`config.mk`:
```
export PLATFORM = sky130hd
export DESIGN_NAME = bcd_share_ctrl
export DESIGN_NICKNAME = d
export VERILOG_FILES = /design/src/rtl/bcd_share_ctrl.sv
export SDC_FILE = /design/constraint.sdc
export NUM_CORES = 1
export LEC_CHECK = 0
export BUFFER_PORTS_ARGS = -buffer_cell sky130_fd_sc_hd__buf_2
export CELL_PAD_IN_SITES_DETAIL_PLACEMENT = 1
export CELL_PAD_IN_SITES_GLOBAL_PLACEMENT = 2
export CORE_MARGIN = 1
export CORE_UTILIZATION = 32
export CTS_BUF_LIST = sky130_fd_sc_hd__clkbuf_4 sky130_fd_sc_hd__clkbuf_8 sky130_fd_sc_hd__clkbuf_16
export DETAILED_ROUTE_END_ITERATION = 8
export PLACE_DENSITY_LB_ADDON = 0.1
export SLEW_MARGIN = 20
export SYNTH_ARGS = -nofsm -noshare
export SYNTH_HDL_FRONTEND = slang
export SYNTH_SLANG_ARGS = --single-unit
export TNS_END_PERCENT = 30
```
`constraint.sdc`:
```
create_clock -name clk -period 1.8 [get_ports clk]
set_input_delay 0.36 -clock clk [delete_from_list [all_inputs] [get_ports clk]]
set_output_delay 0.36 -clock clk [all_outputs]
set_load 0.05 [all_outputs]
```
`src/rtl/bcd_share_ctrl.sv`:
```
// Shared sequential binary-to-BCD converter for the minute and second display channels.
// Optional macro BCD_SHARE_FAST_EN: two correct-then-shift steps per SHIFT cycle.
module bcd_share_ctrl #(
  parameter int IN_W  = 8,
  parameter int OUT_W = 12
) (
  input  logic             clk,
  input  logic             rst,
  input  logic             req_m,
  input  logic [IN_W-1:0]  bin_m,
  output logic             ack_m,
  output logic [OUT_W-1:0] dout_m,
  input  logic             req_s,
  input  logic [IN_W-1:0]  bin_s,
  output logic             ack_s,
  output logic [OUT_W-1:0] dout_s,
  output logic             busy
);

  localparam int NIB = OUT_W / 4;
`ifdef BCD_SHARE_FAST_EN
  localparam int STEPS = IN_W / 2;
`else
  localparam int STEPS = IN_W;
`endif
  localparam int CNT_W = $clog2(STEPS + 1);
  localparam int W_W   = OUT_W + IN_W;

  typedef enum logic [1:0] {IDLE, SHIFT, DONE} state_t;

  state_t             state_q, state_d;
  logic [OUT_W-1:0]   acc_q, acc_d;
  logic [IN_W-1:0]    sreg_q, sreg_d;
  logic [CNT_W-1:0]   cnt_q, cnt_d;
  logic               chan_q, chan_d;   // 0 = minute, 1 = second
  logic               rr_q, rr_d;       // 1 = seconds win the next tie
  logic [OUT_W-1:0]   dout_m_q, dout_m_d, dout_s_q, dout_s_d;
  logic               ack_m_q, ack_m_d, ack_s_q, ack_s_d;
  logic               busy_q, busy_d;
  logic [W_W-1:0]     step1, step;
  logic               grant_s;

  // Every nibble is corrected from its own pre-shift value, then {acc, sreg} shifts left.
  function automatic logic [W_W-1:0] dabble_step(input logic [W_W-1:0] v);
    logic [W_W-1:0] t;
    t = v;
    for (int i = 0; i < NIB; i++) begin
      if (t[IN_W+4*i +: 4] > 4'd4)
        t[IN_W+4*i +: 4] = t[IN_W+4*i +: 4] + 4'd3;
    end
    return {t[W_W-2:0], 1'b0};
  endfunction

  always_comb begin
    state_d  = state_q;
    acc_d    = acc_q;
    sreg_d   = sreg_q;
    cnt_d    = cnt_q;
    chan_d   = chan_q;
    rr_d     = rr_q;
    dout_m_d = dout_m_q;
    dout_s_d = dout_s_q;
    ack_m_d  = 1'b0;
    ack_s_d  = 1'b0;
    grant_s  = req_s && (!req_m || rr_q);
    step1    = dabble_step({acc_q, sreg_q});
`ifdef BCD_SHARE_FAST_EN
    step     = dabble_step(step1);
`else
    step     = step1;
`endif
    case (state_q)
      IDLE: begin
        if (req_m || req_s) begin
          chan_d  = grant_s;
          sreg_d  = grant_s ? bin_s : bin_m;
          acc_d   = '0;
          cnt_d   = '0;
          state_d = SHIFT;
        end
      end
      SHIFT: begin
        {acc_d, sreg_d} = step;
        cnt_d = cnt_q + CNT_W'(1);
        if (cnt_q == CNT_W'(STEPS - 1))
          state_d = DONE;
      end
      DONE: begin
        if (chan_q) begin
          dout_s_d = acc_q;
          ack_s_d  = 1'b1;
        end else begin
          dout_m_d = acc_q;
          ack_m_d  = 1'b1;
        end
        rr_d    = ~chan_q;
        state_d = IDLE;
      end
      default: state_d = IDLE;
    endcase
    busy_d = (state_d != IDLE);
  end

  always_ff @(posedge clk or posedge rst) begin
    if (rst) begin
      state_q  <= IDLE;
      acc_q    <= '0;
      sreg_q   <= '0;
      cnt_q    <= '0;
      chan_q   <= 1'b0;
      rr_q     <= 1'b0;
      dout_m_q <= '0;
      dout_s_q <= '0;
      ack_m_q  <= 1'b0;
      ack_s_q  <= 1'b0;
      busy_q   <= 1'b0;
    end else begin
      state_q  <= state_d;
      acc_q    <= acc_d;
      sreg_q   <= sreg_d;
      cnt_q    <= cnt_d;
      chan_q   <= chan_d;
      rr_q     <= rr_d;
      dout_m_q <= dout_m_d;
      dout_s_q <= dout_s_d;
      ack_m_q  <= ack_m_d;
      ack_s_q  <= ack_s_d;
      busy_q   <= busy_d;
    end
  end

  assign ack_m  = ack_m_q;
  assign ack_s  = ack_s_q;
  assign dout_m = dout_m_q;
  assign dout_s = dout_s_q;
  assign busy   = busy_q;

endmodule

```
Yosys cells after proc, flatten, opt, wreduce, memory -nomap -nowiden
Index checks and enable logic that the tools add are counted.

storage, ports and cells
  register bits = 55
  input port bits = 20
  output and inout port bits = 27
  word-level logic and storage cells = 51

operators by class
  $add $sub $neg = 4
  order comparisons = 3
  equal/unequal tests = 4
  muxes and demuxes = 17
  bitwise logic cells = 1
  reduce and logical (&&, ||, !) cells = 11

operators with widths
  cell                                                 number
  one-hot mux 12 bit (2 select lines)                  1
  two-way mux 8 bit                                    2
  one-hot mux 8 bit (2 select lines)                   1
  > comparator 4 x 3 -> 1 bit, second input constant   3
  two-way mux 12 bit                                   1
  two-way mux 4 bit                                    3
  adder 4 x 2 -> 4 bit, second input constant          2
  one-hot mux 4 bit (2 select lines)                   1
  AND reduction 2 bit                                  4
  adder 4 x 1 -> 4 bit, second input constant          1
  equality test 4 x 3 -> 1 bit, second input constant  1
  two-way mux 1 bit                                    4
  two-way mux 2 bit                                    2
  one-hot mux 2 bit (2 select lines)                   1
  nonzero test 2 bit                                   2
  adder 3 x 2 -> 3 bit, second input constant          1
  two-way mux 3 bit                                    1
  equality test 2 x 1 -> 1 bit, second input constant  1
  equality test 2 bit, second input constant           1
  logical NOT 2 bit                                    1
  logical OR 1 bit                                     2
  inequality test 2 bit, second input constant         1
  logical AND 1 bit                                    1
  logical NOT 1 bit                                    1
  NOT 1 bit                                            1

Longest topological paths before layout
Gate-level depths: netlist of run 1.

  depth after elaboration = 6
  depth in mapped cells = 6
  gate-level depth less buffers = 6

Worst setup path after synthesis of run 1
OpenSTA, ideal clock, no wires.

  path type = register to register
  start point = register acc_q[4]
  end point = register acc_q[6]
  data arrival time = 1218 ps
  required time = 1679 ps
  slack = 461 ps
  cell stages (with the launch flop) = 7
  buffers on the path = 0
  clock period less this slack = 1339 ps
  cells stage by stage = dfrtp_1 -> inv_1 -> ha_1 -> inv_1 -> a21oi_1 -> mux2i_1 -> a22o_1

on the way
  cells in the longest elaborated chain, start to end = 3
  elaborated cells on any way between the ends = 4
  classes of those cells = add/sub (1); order compare (1); mux (2)

RTL lines
  element                                                                     RTL line  source
  start, declared                                                             32        logic [OUT_W-1:0] acc_q, acc_d;
  start signal, assigned                                                      107       acc_q <= '0;
  start signal, assigned                                                      119       acc_q <= acc_d;
  adder 4 x 2 -> 4 bit / > comparator 4 x 3 -> 1 bit (equally long branches)  49, 48
  two-way mux 4 bit *                                                         48        if (t[IN_W+4*i +: 4] > 4'd4)
  one-hot mux 12 bit (2 select lines) *                                       72        case (state_q)

Mark *: on every way between the ends. The rest lies on a longest branch, timed or not.
A chain may end at the register's enable or synchronous reset.

Final worst setup path of run 1
Same ends and word-level chain as after synthesis.

==> out/qor.csv, run 1 <==
stage;metric;value;unit
floorplan;rows;31;
global_routing;grt_use_total;14.7;%
power;peakVddDrop;0.000474;V
detailed_routing;detail_route.wirelength;5070;um
worst_setup_path;path_max_fanout;4;
final_layout;fillers;838;
global_routing;grt_pass1_wl;8610;um
clock_network;cts_setup_buffers;0;
yosys;synth_top_cell_by_area;dfrtp_1;
final_layout;final_cell_mix;dfrtp_1 (55), buf_2 (46), o21ai_1 (18);
worst_setup_path;cp.arrival;1750;ps
power;p_sw;1.94;mW
timing;finalHoldViolations;0;
detailed_routing;ant_nets;0;
timing;fin_skew;8.23;ps
yosys;ys_seq_elements;55;
power;p_per_area;1700;nW/um2
clock_network;h-tree-depth;2;
timing;relSlewSlack;70.3;%
clock_network;clkLatencyLatePin;310;ps
global_routing;grt_max_degree;21;
yosys;netlist_instances;195;
timing;min_period_over_period;83.5;%
power;p_sw_share;39.6;%
detailed_routing;initialDrtViolationCount;29;
yosys;synthesis.nets;219;
timing;timing.hold.ws;40.9;ps
clock_network;cts_root_buf;clkbuf_8;
global_routing;antenna_found_initial;0;
clock_network;numCtsBuffers;5;
timing;setup_ws;297;ps
power;p_int;2.96;mW
worst_setup_path;worstReg2RegStart;acc_q[4]$_DFFE_PP0P_;
timing;worstMarginPinSlew;444;ps
yosys;syn_avg_cell_area;12.2;um2
final_layout;layout.nets;271;
clock_network;holdBufCountCts;0;
floorplan;coreArea;7210;um2
worst_setup_path;r2r_slack;300;ps
worst_setup_path;worstReg2RegEnd;acc_q[6]$_DFFE_PP0P_;
power;p_leak;1.48;nW
worst_setup_path;crit_required;2050;ps
place;portBuffers;46;
global_routing;grt_overflow_total;0;
status;status;completed;
clock_network;cts.sinks;55;
yosys;netlist.area_leader.share;57.6;%
final_layout;drive_above_1_share;33.9;%
yosys;yosys_warnings;0;
yosys;ys_seq_area_share;57.6;%
min_path;hold_class;input port to asynchronous set/reset pin;
place;placedInstanceArea;2750;um2
power;power_frac_clock;19.9;%
power;p_seq_share;39.8;%
final_layout;layout_commonest_cell;dfrtp_1;
timing;drv_slew;0;
flow_run;cap_violations;0;
timing;fin_crit;1500;ps
floorplan;boundaryPins;47;
floorplan;die_area;7810;um2
worst_setup_path;ff2ff_path_depth;6;
detailed_routing;vias;1670;
yosys;synth_area_leaders;dfrtp_1 (58%), mux2_4 (5.7%), mux2i_1 (4.6%);
place;dpl.hpwl;3630;um
worst_setup_path;end_kind;flip-flop;
timing;rsz0062_at_grt;no;
yosys;synthDistinctLibCells;35;
power;power_frac_comb;40.3;%
timing;setup-tns-final;0;ps
floorplan;die_w;88.4;um
clock_network;path_clk_slew;100;ps
final_layout;n_antenna_cell;0;
global_routing;grt_pass1_vias;1707;
clock_network;cts_tree;done;
clock_network;cts_resized;0;
final_layout;final_area;2890;um2
floorplan;start_util;33.1;%
final_layout;area_growth_syn_to_layout;21.0;%
place;pre_cts_slack;292;ps
detailed_routing;viasPerCell;4.81;
detailed_routing;wl_per_cell;14.6;um
detailed_routing;drc_errors;0;
worst_setup_path;crit_type;flip-flop to flip-flop;
timing;clock.fmax;0.665;GHz
clock_network;clockBufferDepth;2;
floorplan;die_y;88.4;um
detailed_routing;drt_pre_antenna_iters;4;
yosys;syn_area;2390;um2
place;gp_congestion;0.689;
timing;final-setup-viol-count;0;
worst_setup_path;cp-start-kind;flip-flop;
-- stage by stage --
step | cells | utilization, % | power [mW]
after global placement | 339 | 38.2 | 3.96
after detailed placement | 339 | 38.2 | 4.00
after floorplan | 195 | - | 3.50
after CTS | 347 | 40.0 | 4.99
final | 347 | 40.0 | 4.90
after global routing | 347 | 40.0 | 5.28
-- registers in the layout, indices dropped and copies added (netlist names) --
signal,flops
cnt_q,4
dout_m,12
sreg_q,8
busy,1
ack_m,1
chan_q,1
ack_s,1
state_q,2
rr_q,1
acc_q,12
dout_s,12
-- critical path, cell delays in order, from the launching register on --
cell and delay [ps]:
dfrtp_1 420, inv_1 140, ha_1 240, inv_1 50
a21oi_1 240, mux2i_1 220, a22o_1 130
-- power groups by stage --
stage	sequential, mW	clock [mW]	combinational (mW)
after global placement	1.97	0	1.99
after CTS	1.96	1.01	2.02
final	1.95	0.976	1.98
after detailed placement	1.99	0	2.02
after floorplan	2.41	0	1.09
after global routing	2.02	1.05	2.21
-- synth_stat cells --
library cell / number
a32o_1: 3
dfrtp_1: 55
o21ai_4: 1
nand3_1: 3
xnor2_1: 3
nor2_1: 6
nand4_1: 1
mux2_4: 9
buf_6: 1
and2b_4: 1
mux2i_1: 11
o31ai_1: 3
nand4b_1: 1
and2_1: 1
nor2b_1: 1
buf_2: 5
inv_1: 12
nor2b_2: 1
nand2_2: 1
or2_4: 1
clkinv_2: 1
mux2_2: 7
a22o_1: 3
nand2b_1: 1
a22oi_1: 7
a21oi_1: 6
clkbuf_1: 1
nor3_1: 3
buf_8: 1
o22ai_1: 5
nand2_1: 12
mux2_1: 2
o21ai_0: 4
o21ai_1: 18
ha_1: 4
-- routing by layer --
layer | track usage, % | routed length [um] | vias to the layer above
li1 | - | - | 800
met1 | 19.0 | 2450 | 827
met2 | 24.7 | 2400 | 38
met3 | 3.36 | 166 | 5
met4 | 4.40 | 55 | 0
met5 | 0 | 0 | -
-- worst max-delay path by stage --
stage	start	endpoint	slack [ps]	cells past startpoint
after floorplan	rst	acc_q[0]$_DFFE_PP0P_	100	1
after global placement	state_q[0]$_DFF_PP0_	dout_m[1]$_DFFE_PP0P_	290	3
after detailed placement	state_q[0]$_DFF_PP0_	dout_m[1]$_DFFE_PP0P_	290	3
after CTS	state_q[0]$_DFF_PP0_	dout_m[1]$_DFFE_PP0P_	270	3
after global routing	acc_q[0]$_DFFE_PP0P_	acc_q[2]$_DFFE_PP0P_	160	6
final	acc_q[4]$_DFFE_PP0P_	acc_q[6]$_DFFE_PP0P_	300	6
-- cell type report --
class	instances	area [um2]	area share (%)
Tap cell	99	124	4.29
Timing Repair Buffer	53	295	10.2
Sequential cell	55	1380	47.6
Clock inverter	2	60.1	2.08
Inverter	13	50.0	1.73
Clock buffer	6	76.3	2.64
Multi-Input combinational cell	119	907	31.4
-- kinds of logic after synthesis --
kind of cell / after synthesis / synth area share (%)
buf+inv: 21 / 4.40
fa+ha+maj: 4 / 2.10
mux: 29 / 14.5
compound gates: 50 / 13.4
flops: 55 / 57.6
xor+xnor: 3 / 1.10
simple gates: 33 / 6.92
Power figures use the tool's default switching activity.
==> run 2: changes to the inputs <==
CORE_UTILIZATION = 36   (was 32)
clock period = 1.4 ns   (was 1.8 ns; I/O delays follow)
==> out/qor.csv, run 2 (same netlist as run 1, synthesis figures left out) <==
stage;metric;value;unit
timing;rsz0062_at_grt;yes;
floorplan;boundaryPins;47;
power;p_leak;1.57;nW
worst_setup_path;crit_type;flip-flop to flip-flop;
place;portBuffers;46;
clock_network;path_clk_slew;90;ps
floorplan;start_util;37.4;%
floorplan;die_w;83.5;um
worst_setup_path;worstReg2RegEnd;dout_m[6]$_DFFE_PP0P_;
detailed_routing;vias;1737;
worst_setup_path;critPathSlowestCell;dfrtp_1;
clock_network;cts_tree;done;
worst_setup_path;r2r_slack;10;ps
worst_setup_path;cp.arrival;1580;ps
final_layout;drive_above_1_share;41.9;%
final_layout;layout.nets;291;
timing;fin_skew;7.38;ps
worst_setup_path;crit_required;1600;ps
global_routing;antenna_found_initial;0;
timing;drv_slew;0;
worst_setup_path;worstReg2RegStart;state_q[1]$_DFF_PP0_;
timing;clock.fmax;0.722;GHz
worst_setup_path;path_max_fanout;9;
detailed_routing;ant_nets;0;
place;dpl.hpwl;3700;um
worst_setup_path;cp-start-kind;flip-flop;
clock_network;holdBufCountCts;0;
min_path;hold_class;input port to asynchronous set/reset pin;
worst_setup_path;end_kind;flip-flop;
clock_network;clockBufferDepth;2;
clock_network;h-tree-depth;2;
worst_setup_path;cp_slowest_stage_delay;430;ps
timing;min_period_over_period;98.9;%
power;p_per_area;2100;nW/um2
detailed_routing;viasPerCell;5.05;
timing;finalHoldViolations;0;
power;peakVddDrop;0.000912;V
flow_run;cap_violations;0;
global_routing;grt_pass1_vias;1819;
place;gp_congestion;0.698;
global_routing;grt_use_total;15.8;%
power;total_power;6.39;mW
detailed_routing;initialDrtViolationCount;78;
timing;relSlewSlack;74.0;%
final_layout;layout_commonest_cell;dfrtp_1;
detailed_routing;drt_pre_antenna_iters;4;
floorplan;coreArea;6390;um2
floorplan;die_area;6960;um2
clock_network;clkLatencyLatePin;310;ps
detailed_routing;wl_per_cell;15.1;um
floorplan;die_y;83.5;um
timing;final-setup-viol-count;0;
final_layout;n_antenna_cell;0;
final_layout;fin_util;47.7;%
clock_network;cts_root_buf;clkbuf_8;
timing;worstMarginPinSlew;391;ps
floorplan;rows;29;
detailed_routing;drc_errors;0;
final_layout;final_cell_mix;dfrtp_1 (54), buf_2 (46), buf_4 (22);
detailed_routing;detail_route.wirelength;5200;um
timing;setup-tns-final;0;ps
global_routing;grt_overflow_total;0;
clock_network;cts.sinks;55;
final_layout;area_growth_syn_to_layout;27.5;%
final_layout;fillers;720;
worst_setup_path;cp_cell_sequence;nor2b_4 -> and2b_4 -> buf_12 -> mux2_4;
worst_setup_path;ff2ff_path_depth;4;
clock_network;numCtsBuffers;5;
status;status;completed;
global_routing;grt_max_degree;56;
global_routing;grt_pass1_wl;8690;um
timing;fin_crit;1390;ps
[run 2: worst max-delay path by stage]
stage | startpoint | end | slack [ps]
after floorplan | acc_q[4]$_DFFE_PP0P_ | acc_q[6]$_DFFE_PP0P_ | 60
final | state_q[1]$_DFF_PP0_ | dout_m[6]$_DFFE_PP0P_ | 10
after detailed placement | state_q[1]$_DFF_PP0_ | dout_m[3]$_DFFE_PP0P_ | -50
after global routing | state_q[1]$_DFF_PP0_ | dout_m[6]$_DFFE_PP0P_ | -40
after global placement | state_q[0]$_DFF_PP0_ | dout_m[3]$_DFFE_PP0P_ | -20
after CTS | state_q[1]$_DFF_PP0_ | dout_m[6]$_DFFE_PP0P_ | 10
[run 2: power by group]
part	internal, mW	total [mW]	switching, mW
Clock	0.389	0.883	0.493
Sequential	2.11	2.54	0.428
Combinational	1.28	2.97	1.69
[run 2: final cells by class]
type,instances,area (um2),area share (%)
inverter,13,55.1,1.81
clock inverter,1,5.00,0.164
sequential,55,1380,45.2
tap,77,96.3,3.16
timing repair buffer,73,487,16.0
clock buffer,6,82.6,2.71
multi-input combinational,119,942,30.9
[run 2: what timing repair did]
| action | in CTS | in global routing |
|---|---|---|
| setup buffers | 2 | 2 |
| gates resized for setup | 1 | 14 |
| pin swaps | 0 | 3 |
| setup endpoints to repair | 13 | 30 |
[run 2: routing by layer]
layer,share of wire (%),vias up,GRT usage (%)
li1,-,833,-
met1,45,852,19.0
met2,49,45,27.6
met3,4.2,7,3.56
met4,1.8,0,5.86
met5,0,-,0
[run 2: critical path: cells and delay by family (launching register included)]
family        cells  cell delay [ps]
buf+inv           1              140
flops             1              430
mux               1              300
simple gates      2              410
[run 2: stage by stage]
step | cell area, um2 | std cells | worst slack [ps] | hold WS [ps]
global placement | 2860 | 333 | -15.5 | 383
global route | 3050 | 344 | -43.7 | 60.3
floorplan | 2390 | 195 | 60.8 | 354
CTS | 2990 | 342 | 14.7 | 41.5
detailed placement | 2860 | 333 | -49.9 | 383
finish | 3050 | 344 | 15.0 | 35.5
